<file path="config.mk">
export PLATFORM = sky130hd
export DESIGN_NAME = mips_ifetch
export DESIGN_NICKNAME = d
export VERILOG_FILES = /design/src/rtl/mips_pkg.sv /design/src/rtl/pc_next.sv /design/src/rtl/mips_ifetch.sv
export SDC_FILE = /design/constraint.sdc
export NUM_CORES = 1
export LEC_CHECK = 0
export CORE_ASPECT_RATIO = 1.1
export CORE_MARGIN = 2
export CORE_UTILIZATION = 47
export DETAILED_ROUTE_END_ITERATION = 7
export GPL_TIMING_DRIVEN = 1
export PLACE_DENSITY = 0.87
export SYNTH_ARGS = -nofsm -noshare
export SYNTH_HDL_FRONTEND = slang
export SYNTH_SLANG_ARGS = --single-unit
</file>
<file path="constraint.sdc">
create_clock -name clk -period 5.5 [get_ports clk]
set_clock_uncertainty 0.2 [all_clocks]
set_input_delay 0.55 -clock clk [delete_from_list [all_inputs] [get_ports clk]]
set_output_delay 0.55 -clock clk [all_outputs]
set_load 0.03 [all_outputs]
</file>
<file path="src/rtl/mips_pkg.sv">
// Shared definitions for the MIPS instruction fetch unit: opcodes,
// fetch state encoding and the default reset PC.
package mips_pkg;

    localparam int unsigned ADDR_W_DEFAULT = 32;
    localparam int unsigned INSTR_W        = 32;
    localparam int unsigned OPCODE_W       = 6;

    localparam logic [31:0] DEFAULT_RESET_PC = 32'h0000_0000;

    localparam logic [OPCODE_W-1:0] OP_RTYPE = 6'b000000;
    localparam logic [OPCODE_W-1:0] OP_LW    = 6'b100011;
    localparam logic [OPCODE_W-1:0] OP_SW    = 6'b101011;
    localparam logic [OPCODE_W-1:0] OP_BEQ   = 6'b000100;

    typedef enum logic [1:0] {
        ST_IDLE = 2'd0,
        ST_REQ  = 2'd1,
        ST_HOLD = 2'd2
    } fetch_state_e;

endpackage

</file>
<file path="src/rtl/pc_next.sv">
// Next-PC arithmetic for the fetch unit.
// Ports:
//   pc          current PC
//   imm16       branch immediate (instr[15:0])
//   take_branch branch & zero for the presented instruction
//   pc_plus4    pc + 4 (modulo 2^ADDR_W)
//   next_pc     branch target when take_branch, else pc_plus4
module pc_next #(
    parameter int unsigned ADDR_W = 32
) (
    input  logic [ADDR_W-1:0] pc,
    input  logic [15:0]       imm16,
    input  logic              take_branch,
    output logic [ADDR_W-1:0] pc_plus4,
    output logic [ADDR_W-1:0] next_pc
);

    localparam int unsigned EXT_W = ADDR_W - 18;

    logic [ADDR_W-1:0] br_off;

    // Word offset: sign-extended immediate shifted left by two.
    assign br_off = {{EXT_W{imm16[15]}}, imm16, 2'b00};

    always_comb begin
        pc_plus4 = pc + ADDR_W'(4);
        next_pc  = pc_plus4;
        if (take_branch) begin
            next_pc = pc_plus4 + br_off;
        end
    end

endmodule

</file>
<file path="src/rtl/mips_ifetch.sv">
// Instruction fetch unit: owns the PC, fetches words over a req/ack
// handshake and presents each instruction until downstream accepts it.
// Ports:
//   clk, rst_n               clock, async active-low reset
//   imem_req/addr/ack/rdata  instruction memory handshake
//   instr_valid/ready        presentation handshake to controller/datapath
//   instr, opcode, pc, pc_plus4  presented instruction and its address
//   branch, zero             resolved branch decision, used on accept
module mips_ifetch
    import mips_pkg::*;
#(
    parameter int unsigned       ADDR_W   = 32,
    parameter logic [ADDR_W-1:0] RESET_PC = ADDR_W'(DEFAULT_RESET_PC)
) (
    input  logic              clk,
    input  logic              rst_n,
    output logic              imem_req,
    output logic [ADDR_W-1:0] imem_addr,
    input  logic              imem_ack,
    input  logic [31:0]       imem_rdata,
    output logic              instr_valid,
    input  logic              instr_ready,
    output logic [31:0]       instr,
    output logic [5:0]        opcode,
    output logic [ADDR_W-1:0] pc,
    output logic [ADDR_W-1:0] pc_plus4,
    input  logic              branch,
    input  logic              zero
);

    fetch_state_e      state_q, state_d;
    logic [ADDR_W-1:0] pc_q, pc_d;
    logic [31:0]       instr_q, instr_d;
    logic              req_q, req_d;
    logic              valid_q, valid_d;
    logic [ADDR_W-1:0] next_pc;

    pc_next #(
        .ADDR_W(ADDR_W)
    ) u_pc_next (
        .pc         (pc_q),
        .imm16      (instr_q[15:0]),
        .take_branch(branch & zero),
        .pc_plus4   (pc_plus4),
        .next_pc    (next_pc)
    );

    // State and datapath registers.
    always_ff @(posedge clk or negedge rst_n) begin
        if (!rst_n) begin
            state_q <= ST_IDLE;
            pc_q    <= RESET_PC;
            instr_q <= '0;
            req_q   <= 1'b0;
            valid_q <= 1'b0;
        end else begin
            state_q <= state_d;
            pc_q    <= pc_d;
            instr_q <= instr_d;
            req_q   <= req_d;
            valid_q <= valid_d;
        end
    end

    // Next-state logic; req/valid flops follow the state being entered.
    always_comb begin
        state_d = state_q;
        pc_d    = pc_q;
        instr_d = instr_q;
        case (state_q)
            ST_IDLE: state_d = ST_REQ;
            ST_REQ: begin
                if (imem_ack) begin
                    instr_d = imem_rdata;
                    state_d = ST_HOLD;
                end
            end
            ST_HOLD: begin
                if (instr_ready) begin
                    pc_d    = next_pc;
                    state_d = ST_REQ;
                end
            end
            default: state_d = ST_IDLE;
        endcase
        req_d   = (state_d == ST_REQ);
        valid_d = (state_d == ST_HOLD);
    end

    assign imem_req    = req_q;
    assign imem_addr   = pc_q;
    assign instr_valid = valid_q;
    assign instr       = instr_q;
    assign opcode      = instr_q[31:26];
    assign pc          = pc_q;

endmodule

</file>
After elaboration in Yosys (flattened, before gate mapping)
Cells that the tools add are included.
{ "op_classes": {"addsub": 2, "n_eq_ne": 4, "n_mux": 4, "bitwise_logic": 1, "reduce_logical": 3} }
{ "ops": {"columns": ["operator", "n"], "rows": [
  ["$add A32 B3 Y32 const B", 1],
  ["$add A32 B32 Y32", 1],
  ["$mux W32", 1],
  ["$pmux W2 S3", 1],
  ["$eq A2 B1 Y1 const B", 2],
  ["$eq A2 B2 Y1 const B", 2],
  ["$mux W2", 2],
  ["$reduce_and A2 Y1", 2],
  ["$logic_not A2 Y1", 1],
  ["$and A1 B1 Y1", 1]
]} }
{ "totals": {"regBits": 68, "in_bits": 38, "out_inout_bits": 136, "wordCells": 19} }

Longest topological paths before layout
{ "depth": {"ltp_word": 3, "ltp_mapped": 16, "depth_no_buf": 15} }

By module
A second synthesis with hierarchy kept.
{ "unflattened": {"hier_cells": 526, "area_unflattened_um2": 5313.8} }
{ "by_module_without_submodules": {"columns": ["mod", "n_inst", "cells_each", "area_per_inst_um2", "seq_area_each_um2"], "rows": [
  ["mips_ifetch", 1, 185, 2964.1, 1701.6],
  ["pc_next", 1, 341, 2349.8, 0.0]
]} }

Worst setup path after synthesis
Ideal clock, no wire load.
{ "synth_timing": {"path_type": "register to register", "start": "reg pc_q[2], in the netlist imem_addr[2]", "end": "reg pc_q[27], in the netlist imem_addr[27]", "setup_ns": 0.133, "arrival_ns": 4.353, "required_ns": 5.167, "path_slack_ns": 0.813, "path_stages_with_launch": 16, "n_path_buf": 1, "synth_period_minus_slack_ns": 4.687, "path_cell_list": "dfrtp_1 -> ha_1 -> nand2_1 -> or3_1 -> buf_2 -> nor2_1 -> nand3_1 -> xnor2_1 -> ha_1 -> a211oi_1 -> o21ai_0 -> o2111ai_1 -> o21ai_0 -> a221oi_1 -> xor2_1 -> a21oi_1"} }
{ "synth_via": {"elab_chain_cells": 3} }
{ "synth_lines": {"columns": ["element", "line_no", "source"], "rows": [
  ["start, declared", "mips_ifetch.sv:32", "logic [ADDR_W-1:0] pc_q, pc_d;"],
  ["start signal, assigned", "mips_ifetch.sv:58", "pc_q <= pc_d;"],
  ["$add A32 B3 Y32", "pc_next.sv:26", "pc_plus4 = pc + ADDR_W'(4);"],
  ["named net pc_plus4[14]", "mips_ifetch.sv:26", "output logic [ADDR_W-1:0] pc_plus4,"],
  ["$add A32 B32 Y32", "pc_next.sv:29", "next_pc = pc_plus4 + br_off;"],
  ["$mux W32", "pc_next.sv:28", "if (take_branch) begin"]
]} }
The timed path passes the listed nets, and every way through them passes these cells.
A chain may end at the register's enable or synchronous reset.

Worst setup path after layout
{ "layout_timing": {"start": "reg pc_q[2], in the netlist imem_addr[2]", "end": "reg pc_q[27], in the netlist imem_addr[27]"} }
{ "layout_via": {"elab_chain_cells": 3} }
{ "layout_lines": {"columns": ["element", "line_no"], "rows": [
  ["$add A32 B3 Y32 (*)", "pc_next.sv:26"],
  ["$add A32 B32 Y32", "pc_next.sv:29"],
  ["$mux W32 (*)", "pc_next.sv:28"]
]} }
Every way passes the cells marked *; elsewhere a longest branch is shown, timed or not.

==> impl_metrics.yaml <==
routing:
  detail_route.wirelength_um: 15400
  remaining_drc_errors: 0
  drt_pre_antenna_iters: 7
  via_per_inst: 5.83
  drt-wirelength-per-cell_um: 17.6
  antenna_left: 0
  via_count: 5103
  detailedRoute.firstIterationViolations: 293
die:
  floorplan.initialDensity_pct: 48.1
  die_ht_um: 115
  core_region_area_um2: 10900
  die-width_um: 105
  design.portCount: 174
  standard_cell_row_count: 40
  dieArea_um2: 12000
clock_tree:
  cts_buffers: 9
  cts.htree.levels: 3
  clkLatencyLatePin_ps: 340
  cts.path.max_buffers: 2
  cts.root.buffer_cell: "sky130_fd_sc_hd__clkbuf_16"
  hold_buffers_post_cts: 0
  path_clk_slew_ps: 60
  cts_tree: "done"
  cts_resized: 0
  clock_sinks: 66
  postCtsSetupRepairBufs: 0
logic_synthesis:
  synth-async-reset-ratio_pct: 100
  mappedNetlistArea_um2: 5250
  synth_simple_gate_area_share_pct: 16.4
  synth_ff_type: "sky130_fd_sc_hd__dfrtp_1"
  yosys_warnings: 0
  synth_compound_gate_area_share_pct: 19.0
  synth.distinct_cells: 55
  synth-adder-area-share_pct: 8.96
  avgSynthCellArea_um2: 8.81
  synthMuxAreaShare_pct: 7.25
  synth_enable_flop_cells: 0
  synth_cells: 596
  largest_family_of_logic_cells_by_synthesized_area: "compound AO/OA/AOI/OAI gates"
  xor_and_xnor_area_share_after_synthesis_pct: 8.68
  synth.yosys.seq_area_share_pct: 31.5
  postSynthRegisterBits: 66
placement:
  place_congestion: 0.922
  hpwl_after_detailed_placement_um: 11300
  total_placed_cells_including_tap_cells: 859
  portBuffers: 167
finish:
  fin_cells: 875
  area_growth_pct: 34.9
  layout.nets: 798
  layout.cells.most_common: "sky130_fd_sc_hd__clkdlybuf4s50_1"
  final_cell_mix: "sky130_fd_sc_hd__clkdlybuf4s50_1 (166), sky130_fd_sc_hd__dfrtp_1 (66), sky130_fd_sc_hd__a21oi_1 (55)"
  post_route_cells_drive_above_1_share_pct: 9.20
  ant_diodes: 0
global_routing:
  grt_pass1_vias: 5135
  grt_pass1_wl_um: 24700
  global_route_overflow: 0
  grt_antenna_before_repair: 0
  largest_net_degree_at_the_start_of_global_routing: 67
  grt_usage_pct: 25.4
sta:
  timing.final.max_slew_violations: 0
  final_min_period_over_clock_period_pct: 84.4
  unrepaired_setup_endpoints_after_global_routing: "no"
  setup_tns_ps: 0
  timing_worst_slew_pin_value_ps: 1220
  hold-worst-slack_ps: 215
  highest_clock_frequency_the_design_can_meet_mhz: 216
  final_period_minus_worst_setup_slack_ps: 4640
  worst_slew_margin_rel_pct: 18.8
  report.final.hold_viol_count: 0
  final_setup_violations: 0
worst_setup_path:
  worst_setup_path_end_kind: "register"
  cp_top_family: "compound AO/OA/AOI/OAI gates"
  cp.buffers_inverters: 0
  cp.required_ps: 5510
  worst-endpoint-arrival_ps: 4650
  critical_path_peak_fanout: 9
  setup.worst_path.class: "reg2reg"
  crit_path_start_kind: "register"
  critPathMaxStageDelay_ps: 570
  cp_slowest_cell: "sky130_fd_sc_hd__or3_1"
  cp_cell_sequence: "ha_1, nand2_1, or3_1, or2_2, nor2_1, xor2_1, ha_1, a211oi_1, o21ai_0, o2111ai_1, o21ai_0, a221oi_1, xor2_1, a21oi_1"
job:
  max_cap_viol_count: 0
run_status:
  status: "finished, final reports clean"
worst_hold_path:
  hp-class: "in2async"
area by class of cell:
class	instances	area [µm²]
clock buffers	9	225
clock inverters	7	77.6
fillers	886	3830
inverters	11	41.3
multi-input cells	462	3190
flip-flops and latches	66	1650
well taps	147	184
repair buffers	173	1710
final timing paths:
check	cells past startpoint	start	endpoint	slack, ps
worst max-delay path	14	imem_addr[2]	imem_addr[27]	860
max in group asynchronous	2	rst_n	imem_addr[5]	4340
worst min-delay path	2	rst_n	instr[17]	220
worst max register to register	14	imem_addr[2]	imem_addr[27]	860
worst min register to register	1	instr[17]	instr[17]	310
min in group clk	1	instr[17]	instr[17]	310
Yosys cell counts (19+ instances only):
cell type | number | share of area, %
sky130_fd_sc_hd__xnor2_1 | 30 | 5.0
sky130_fd_sc_hd__nand3_1 | 23 | 2.2
sky130_fd_sc_hd__nand2_1 | 49 | 3.5
sky130_fd_sc_hd__mux2_2 | 32 | 6.9
sky130_fd_sc_hd__clkbuf_1 | 19 | 1.4
sky130_fd_sc_hd__o21ai_0 | 37 | 3.5
sky130_fd_sc_hd__nor2_1 | 35 | 2.5
sky130_fd_sc_hd__buf_4 | 42 | 6.0
sky130_fd_sc_hd__a21oi_1 | 55 | 5.2
sky130_fd_sc_hd__dfrtp_1 | 66 | 31
sky130_fd_sc_hd__xor2_1 | 22 | 3.7
sky130_fd_sc_hd__ha_1 | 36 | 8.6
worst reg2reg max path, cell delays in order, from the launching register on:
cell                        delay, ps
sky130_fd_sc_hd__dfrtp_1          440
sky130_fd_sc_hd__ha_1             260
sky130_fd_sc_hd__nand2_1          110
sky130_fd_sc_hd__or3_1            570
sky130_fd_sc_hd__or2_2            400
sky130_fd_sc_hd__nor2_1           140
sky130_fd_sc_hd__xor2_1           240
sky130_fd_sc_hd__ha_1             350
sky130_fd_sc_hd__a211oi_1         340
sky130_fd_sc_hd__o21ai_0          210
sky130_fd_sc_hd__o2111ai_1        360
sky130_fd_sc_hd__o21ai_0          260
sky130_fd_sc_hd__a221oi_1         350
sky130_fd_sc_hd__xor2_1           200
sky130_fd_sc_hd__a21oi_1           80
stage by stage:
stage / instance area, µm² / utilization (%) / setup slack, ps
after global routing: 7080 / 64.9 / 457
after global placement: 6780 / 62.1 / 1150
after detailed placement: 6780 / 62.1 / 981
after CTS: 7080 / 64.9 / 911
final: 7080 / 64.9 / 860
after floorplan: 5270 / - / 813
registers in the layout (all words and copies together), names as in the netlist:
register	count
instr	32
state_q	2
imem_req	1
instr_valid	1
imem_addr	30
metal layers:
metal | up-vias | share of wire [%] | track usage (%)
li1 | 2383 | - | -
met1 | 2440 | 38 | 29.3
met2 | 246 | 51 | 45.2
met3 | 34 | 8.3 | 6.24
met4 | 0 | 2.1 | 10.7
met5 | - | 0 | 0
cell families (layout without fill, tap and decap cells):
logic type,count (synthesis),in the layout
adders and majority gates,37,37
other,1,6
muxes,34,34
DFF,66,66
xor gates and xnor gates,52,52
and+or+nand+nor,173,173
buffers and inverters,73,200
AOI/OAI and AO/OA,160,160
Power is left out: the tool's default activity adds up to more than one toggle a clock period on the data nets, which glitch-free logic cannot reach.
